File: src/rtl/life_engine.sv
// life_engine: computes one Game of Life generation per accepted start pulse.
// Each output word is built from a 3x3 window of neighbouring words fetched
// from the current-generation buffer, then written to the next-generation
// buffer; a swap pulse follows the final write.
module life_engine #(
  parameter int WORD_SIZE     = 32,
  parameter int LOG_MAX_ADDR  = 11,
  parameter int ROWS          = 32,
  parameter int WORDS_PER_ROW = 2,
  parameter int READ_LATENCY  = 2
) (
  input  logic                    clk_in,
  input  logic                    rst_n_in,
  input  logic                    start_in,
  output logic [LOG_MAX_ADDR-1:0] logic_addr_r_out,
  input  logic [WORD_SIZE-1:0]    logic_data_r_in,
  output logic [LOG_MAX_ADDR-1:0] logic_addr_w_out,
  output logic [WORD_SIZE-1:0]    logic_data_w_out,
  output logic                    logic_wr_en_out,
  output logic                    swap_out,
  output logic                    busy_out
);

  localparam int RW      = (ROWS > 1) ? $clog2(ROWS) : 1;
  localparam int WW      = (WORDS_PER_ROW > 1) ? $clog2(WORDS_PER_ROW) : 1;
  localparam int CNT_MAX = (READ_LATENCY > 9) ? READ_LATENCY : 9;
  localparam int CW      = $clog2(CNT_MAX);

  typedef enum logic [2:0] {IDLE, FETCH, WAIT, WRITE, SWAP} state_e;

  state_e                  state_q, state_d;
  logic [CW-1:0]           cnt_q, cnt_d;
  logic [RW-1:0]           row_q, row_d;
  logic [WW-1:0]           word_q, word_d;
  logic [LOG_MAX_ADDR-1:0] addr_r_q, addr_r_d;
  logic [LOG_MAX_ADDR-1:0] addr_w_q, addr_w_d;
  logic [WORD_SIZE-1:0]    data_w_q, data_w_d;
  logic                    wr_en_q, wr_en_d;
  logic                    swap_q, swap_d;
  logic                    busy_q, busy_d;
  logic [READ_LATENCY-1:0] pv_q, pv_d;
  logic [3:0]              pidx_q [READ_LATENCY];
  logic [3:0]              pidx_d [READ_LATENCY];
  logic [WORD_SIZE-1:0]    win_q [9];
  logic [WORD_SIZE-1:0]    win_d [9];
  logic [9*WORD_SIZE-1:0]  win_flat;
  logic [WORD_SIZE-1:0]    next_word;

  // Address of window slot k around (r,w), wrapping rows and words toroidally.
  function automatic logic [LOG_MAX_ADDR-1:0] nbr_addr(input int r, input int w, input int k);
    int rr;
    int ww;
    rr = r + k / 3 - 1;
    ww = w + k % 3 - 1;
    if (rr < 0) rr = ROWS - 1;
    else if (rr >= ROWS) rr = 0;
    if (ww < 0) ww = WORDS_PER_ROW - 1;
    else if (ww >= WORDS_PER_ROW) ww = 0;
    return LOG_MAX_ADDR'(rr * WORDS_PER_ROW + ww);
  endfunction

  // Rule applied to every bit of the centre word; edge bits borrow from the
  // adjacent words of the same window row.
  function automatic logic [WORD_SIZE-1:0] life_rule(input logic [9*WORD_SIZE-1:0] win);
    logic [WORD_SIZE+1:0] ext [3];
    logic [WORD_SIZE-1:0] lw, mw, rw;
    logic [WORD_SIZE-1:0] res;
    logic [3:0]           n;
    for (int j = 0; j < 3; j++) begin
      lw     = win[(3*j)*WORD_SIZE     +: WORD_SIZE];
      mw     = win[(3*j + 1)*WORD_SIZE +: WORD_SIZE];
      rw     = win[(3*j + 2)*WORD_SIZE +: WORD_SIZE];
      ext[j] = {rw[0], mw, lw[WORD_SIZE-1]};
    end
    for (int i = 0; i < WORD_SIZE; i++) begin
      n = 4'd0;
      for (int j = 0; j < 3; j++)
        for (int d = 0; d < 3; d++)
          if (!(j == 1 && d == 1)) n = n + {3'b000, ext[j][i+d]};
      res[i] = (n == 4'd3) | (ext[1][i+1] & (n == 4'd2));
    end
    return res;
  endfunction

  // Delay the fetch index by the read latency and drop returned words into the window.
  always_comb begin
    // NOTE: every combinational output gets a default first so no latch is inferred.
    win_d  = win_q;
    pidx_d = pidx_q;
    pv_d   = '0;
    pv_d[0]   = (state_q == FETCH);
    pidx_d[0] = 4'(cnt_q);
    for (int i = 1; i < READ_LATENCY; i++) begin
      pv_d[i]   = pv_q[i-1];
      pidx_d[i] = pidx_q[i-1];
    end
    if (pv_q[READ_LATENCY-1]) begin
      for (int s = 0; s < 9; s++)
        if (pidx_q[READ_LATENCY-1] == 4'(s)) win_d[s] = logic_data_r_in;
    end
  end

  // Flatten the upcoming window so the rule sees slot 8 on the cycle it arrives.
  always_comb begin
    win_flat = '0;
    for (int s = 0; s < 9; s++) win_flat[s*WORD_SIZE +: WORD_SIZE] = win_d[s];
  end

  assign next_word = life_rule(win_flat);

  // Sequencer: next state, cursor and registered output values.
  always_comb begin
    logic          last_word;
    logic [RW-1:0] row_n;
    logic [WW-1:0] word_n;
    state_d  = state_q;
    cnt_d    = cnt_q;
    row_d    = row_q;
    word_d   = word_q;
    addr_r_d = addr_r_q;
    addr_w_d = addr_w_q;
    data_w_d = data_w_q;
    wr_en_d  = 1'b0;
    swap_d   = 1'b0;
    last_word = (row_q == RW'(ROWS - 1)) && (word_q == WW'(WORDS_PER_ROW - 1));
    if (word_q == WW'(WORDS_PER_ROW - 1)) begin
      word_n = '0;
      row_n  = (row_q == RW'(ROWS - 1)) ? '0 : row_q + RW'(1);
    end else begin
      word_n = word_q + WW'(1);
      row_n  = row_q;
    end
    case (state_q)
      IDLE: if (start_in) begin
        state_d  = FETCH;
        cnt_d    = '0;
        row_d    = '0;
        word_d   = '0;
        addr_r_d = nbr_addr(0, 0, 0);
      end
      FETCH: if (cnt_q == CW'(8)) begin
        state_d = WAIT;
        cnt_d   = '0;
      end else begin
        cnt_d    = cnt_q + CW'(1);
        addr_r_d = nbr_addr(int'(row_q), int'(word_q), int'(cnt_q) + 1);
      end
      WAIT: if (cnt_q == CW'(READ_LATENCY - 1)) begin
        state_d  = WRITE;
        wr_en_d  = 1'b1;
        addr_w_d = LOG_MAX_ADDR'(int'(row_q) * WORDS_PER_ROW + int'(word_q));
        data_w_d = next_word;
      end else begin
        cnt_d = cnt_q + CW'(1);
      end
      WRITE: begin
        row_d  = row_n;
        word_d = word_n;
        cnt_d  = '0;
        if (last_word) begin
          state_d = SWAP;
          swap_d  = 1'b1;
        end else begin
          state_d  = FETCH;
          addr_r_d = nbr_addr(int'(row_n), int'(word_n), 0);
        end
      end
      SWAP:    state_d = IDLE;
      default: state_d = IDLE;
    endcase
    busy_d = (state_d != IDLE);
  end

  // State and output registers with asynchronous reset.
  always_ff @(posedge clk_in or negedge rst_n_in) begin
    if (!rst_n_in) begin
      state_q  <= IDLE;
      cnt_q    <= '0;
      row_q    <= '0;
      word_q   <= '0;
      addr_r_q <= '0;
      addr_w_q <= '0;
      data_w_q <= '0;
      wr_en_q  <= 1'b0;
      swap_q   <= 1'b0;
      busy_q   <= 1'b0;
      pv_q     <= '0;
      // NOTE: the window is nine plain registers, so clearing them on reset is cheap and keeps restarts deterministic.
      for (int i = 0; i < READ_LATENCY; i++) pidx_q[i] <= '0;
      for (int s = 0; s < 9; s++) win_q[s] <= '0;
    end else begin
      // NOTE: non-blocking assignments so every flop samples pre-edge values.
      state_q  <= state_d;
      cnt_q    <= cnt_d;
      row_q    <= row_d;
      word_q   <= word_d;
      addr_r_q <= addr_r_d;
      addr_w_q <= addr_w_d;
      data_w_q <= data_w_d;
      wr_en_q  <= wr_en_d;
      swap_q   <= swap_d;
      busy_q   <= busy_d;
      pv_q     <= pv_d;
      pidx_q   <= pidx_d;
      win_q    <= win_d;
    end
  end

  assign logic_addr_r_out = addr_r_q;
  assign logic_addr_w_out = addr_w_q;
  assign logic_data_w_out = data_w_q;
  assign logic_wr_en_out  = wr_en_q;
  assign swap_out         = swap_q;
  assign busy_out         = busy_q;

endmodule

File: config.mk
export PLATFORM = sky130hd
export DESIGN_NAME = life_engine
export DESIGN_NICKNAME = d
export VERILOG_FILES = /design/src/rtl/life_engine.sv
export SDC_FILE = /design/constraint.sdc
export NUM_CORES = 1
export LEC_CHECK = 0
export ABC_CLOCK_PERIOD_IN_PS = 14800
export CORE_ASPECT_RATIO = 0.5
export CORE_MARGIN = 3
export CORE_UTILIZATION = 30
export DETAILED_ROUTE_END_ITERATION = 7
export PLACE_DENSITY = 0.52
export SLEW_MARGIN = 25
export SYNTH_ARGS = -nofsm -noshare
export SYNTH_HDL_FRONTEND = slang
export SYNTH_SLANG_ARGS = --single-unit
File: constraint.sdc
create_clock -name clk_in -period 14.8 [get_ports clk_in]
set_input_delay 2.96 -clock clk_in [delete_from_list [all_inputs] [get_ports clk_in]]
set_output_delay 2.96 -clock clk_in [all_outputs]
set_load 0.02 [all_outputs]
==> impl_metrics.json <==
{
  "status": "finished, final reports clean",
  "async_flop_share_pct": 100.0,
  "cts_max_level": 4,
  "crit_end": "logic_addr_r_out[2]$_DFFE_PN0P_",
  "routed_wl_mm": 27.45,
  "post_drt_via_cell_ratio": 4.839,
  "cts_resized": 0,
  "synthFlopType": "dfrtp_1",
  "grt_pass1_vias": 8822,
  "ctsLongestPathBuffers": 2,
  "finalNetCount": 1408,
  "grt_max_degree": 71,
  "cp.required_ns": 15.18,
  "pin_count": 92,
  "crit_buf_inv": 5,
  "crit_top_cell": "ha_1",
  "finalCritPeriodShare_pct": 51.84,
  "crit_fanout": 16,
  "worst_pin_slew_ns": 0.8028,
  "end_kind": "register",
  "hold_class": "register to register",
  "maxUsedRoutingLayer": "met4",
  "fin_crit_ns": 7.672,
  "dieWidth_um": 295,
  "slew_headroom_pct": 46.48,
  "grt_pass1_wl_mm": 45.95,
  "hold_buffers": 0,
  "core-area_mm2": 0.04079,
  "r2r_end": "logic_addr_r_out[2]$_DFFE_PN0P_",
  "clock-root-buffer": "clkbuf_16",
  "met1Wirelength_mm": 12.47,
  "area_growth_pct": 16.68,
  "drive_gt1_share_pct": 13.46,
  "startpoint_type": "register",
  "antenna_found_initial": 0,
  "drcViolationCount": 0,
  "dp.cells": 1637,
  "syn_inst": 1019,
  "hpwl_mm": 20.27,
  "seqCellArea_mm2": 0.004429,
  "routed-wl-met2_mm": 14.02,
  "setup_viol": 0,
  "cp_slowest_stage_delay_ns": 0.67,
  "vias": 8076,
  "worst_skew_pair.late_latency_ns": 0.45,
  "ant_nets": 0,
  "overflow": 0,
  "cts_setup_buffers": 0,
  "fmax_mhz": 130.3,
  "cp.arrival_ns": 8.06,
  "die_area_mm2": 0.04440,
  "synth-edff-count": 0,
  "n_fill_cell": 3911,
  "cts_tree": "built",
  "drv_cap": 0,
  "gp_congestion": 0.8128,
  "drt_iter0_markers": 246,
  "critPathLaunch": "cnt_q[0]$_DFFE_PN0P_",
  "ys_warn_count": 0,
  "rsz0062_at_grt": "no",
  "wl_met3_um": 648,
  "drt_first_pass_iters": 6,
  "wl_per_cell_um": 16.45,
  "antenna_cells": 0,
  "path_class": "register to register",
  "ff2ff_setup_slack_ns": 7.13,
  "clkTransAtPathRegs_ns": 0.07,
  "yosysSeqAreaShare_pct": 35.35,
  "cp.depth": 32,
  "cp_top_family": "adder cells",
  "yosys_register_bits": 177,
  "rr_worst_depth": 32,
  "fin_setup_tns_ns": 0,
  "final_common_cell": "dfrtp_1",
  "r2r-start": "cnt_q[0]$_DFFE_PN0P_",
  "start_util_pct": 30.71,
  "port-buffer-count": 86,
  "multi_input_area_mm2": 0.007880,
  "cts.sinks": 177,
  "drv_slew": 0,
  "fin_cells": 1669,
  "hold_violations": 0,
  "cpMaxStageDelayCell": "dfrtp_1",
  "skew_ns": 0.01188,
  "synth_cell_types": 62,
  "postSynthAreaPerCell_um2": 12.29,
  "final_cell_mix": "dfrtp_1 (177), fa_1 (130), ha_1 (127), nand2_1 (98), mux2_2 (96)",
  "core.rowCount": 52,
  "cts_buffers": 17,
  "die_h_um": 150.5,
  "track_usage_pct": 13.15,
  "syn-cell-area_mm2": 0.01253
}
-- Yosys cell counts (9+ instances only) --
| library cell | instances | share of area [%] |
|---|---|---|
| o21ai_0 | 65 | 2.6 |
| inv_1 | 29 | 0.87 |
| clkbuf_1 | 17 | 0.51 |
| nand3_1 | 40 | 1.6 |
| nor2b_1 | 9 | 0.45 |
| nor2_1 | 17 | 0.51 |
| ha_1 | 127 | 13 |
| mux2_2 | 96 | 8.6 |
| xnor2_1 | 9 | 0.63 |
| o2111ai_1 | 32 | 2.2 |
| a21oi_1 | 48 | 1.9 |
| dfrtp_1 | 177 | 35 |
| fa_1 | 130 | 21 |
| nand2_1 | 98 | 2.9 |
-- state kept, by name (all words and copies together) (netlist names) --
signal / cells
busy_out: 1
cnt_q: 4
logic_addr_r_out: 11
logic_addr_w_out: 6
logic_data_w_out: 32
logic_wr_en_out: 1
pidx_d: 4
pidx_q: 4
pv_q: 2
row_q: 5
state_q: 3
swap_out: 1
win_q: 102
word_q: 1
-- worst reg2reg max path: cells and delay by family, from the launching register on --
kind                       cells  cell delay (ns)
and+or+nand+nor                9             2.00
buffers and inverters          5             0.40
xor gates and xnor gates       1             0.28
AOI/OAI and AO/OA              7             1.27
adders and majority gates      9             2.85
muxes                          1             0.16
DFF                            1             0.67
-- worst min path at each step --
| stage | start | to | slack (ns) | cells past startpoint |
|---|---|---|---|---|
| after floorplan | pidx_d[0]$_DFF_PN0_ | pidx_q[0]$_DFF_PN0_ | 0.33 | 0 |
| after global placement | pidx_d[2]$_DFF_PN0_ | pidx_q[2]$_DFF_PN0_ | 0.34 | 0 |
| after detailed placement | pidx_d[2]$_DFF_PN0_ | pidx_q[2]$_DFF_PN0_ | 0.33 | 0 |
| after CTS | pidx_d[2]$_DFF_PN0_ | pidx_q[2]$_DFF_PN0_ | 0.35 | 0 |
| after global routing | pv_q[0]$_DFF_PN0_ | pv_q[1]$_DFF_PN0_ | 0.36 | 0 |
| final | pidx_d[2]$_DFF_PN0_ | pidx_q[2]$_DFF_PN0_ | 0.35 | 0 |
-- cells by family after synthesis --
logic type | synth area share (%)
other | 0.05994
XOR/XNOR | 1.189
AND/OR/NAND/NOR | 8.070
flip-flops | 35.35
AO/OA/AOI/OAI | 9.538
multiplexers | 10.02
adder cells (fa/ha/maj) | 33.46
buffers and inverters | 2.317
-- through the flow --
step | area [um2] | utilization [%] | setup WS [ns] | hold slack, ns
final | 14620 | 35.83 | 7.128 | 0.3474
after global routing | 14620 | 35.83 | 6.440 | 0.3565
after CTS | 14610 | 35.82 | 7.154 | 0.3465
after detailed placement | 14020 | 34.37 | 7.174 | 0.3347
after global placement | 14020 | 34.37 | 7.592 | 0.3369
after floorplan | 12590 | - | 8.393 | 0.3312
-- layout make-up --
cell class | instances | area share [%]
inverter | 30 | 0.7703
sequential | 177 | 30.30
clock inverter | 13 | 1.036
tap | 540 | 4.622
multi-input combinational | 796 | 53.91
clock buffer | 19 | 3.030
timing repair buffer | 94 | 6.334
-- layer usage --
layer  vias to the layer above  global-route usage, %
li1                       3822                      -
met1                      4136                  16.44
met2                        88                  23.21
met3                        30                  2.948
met4                         0                  3.187
met5                         -                      0
Power is not shown: default switching activity piles up to over one toggle a cycle in this logic, so the estimate is an artifact.
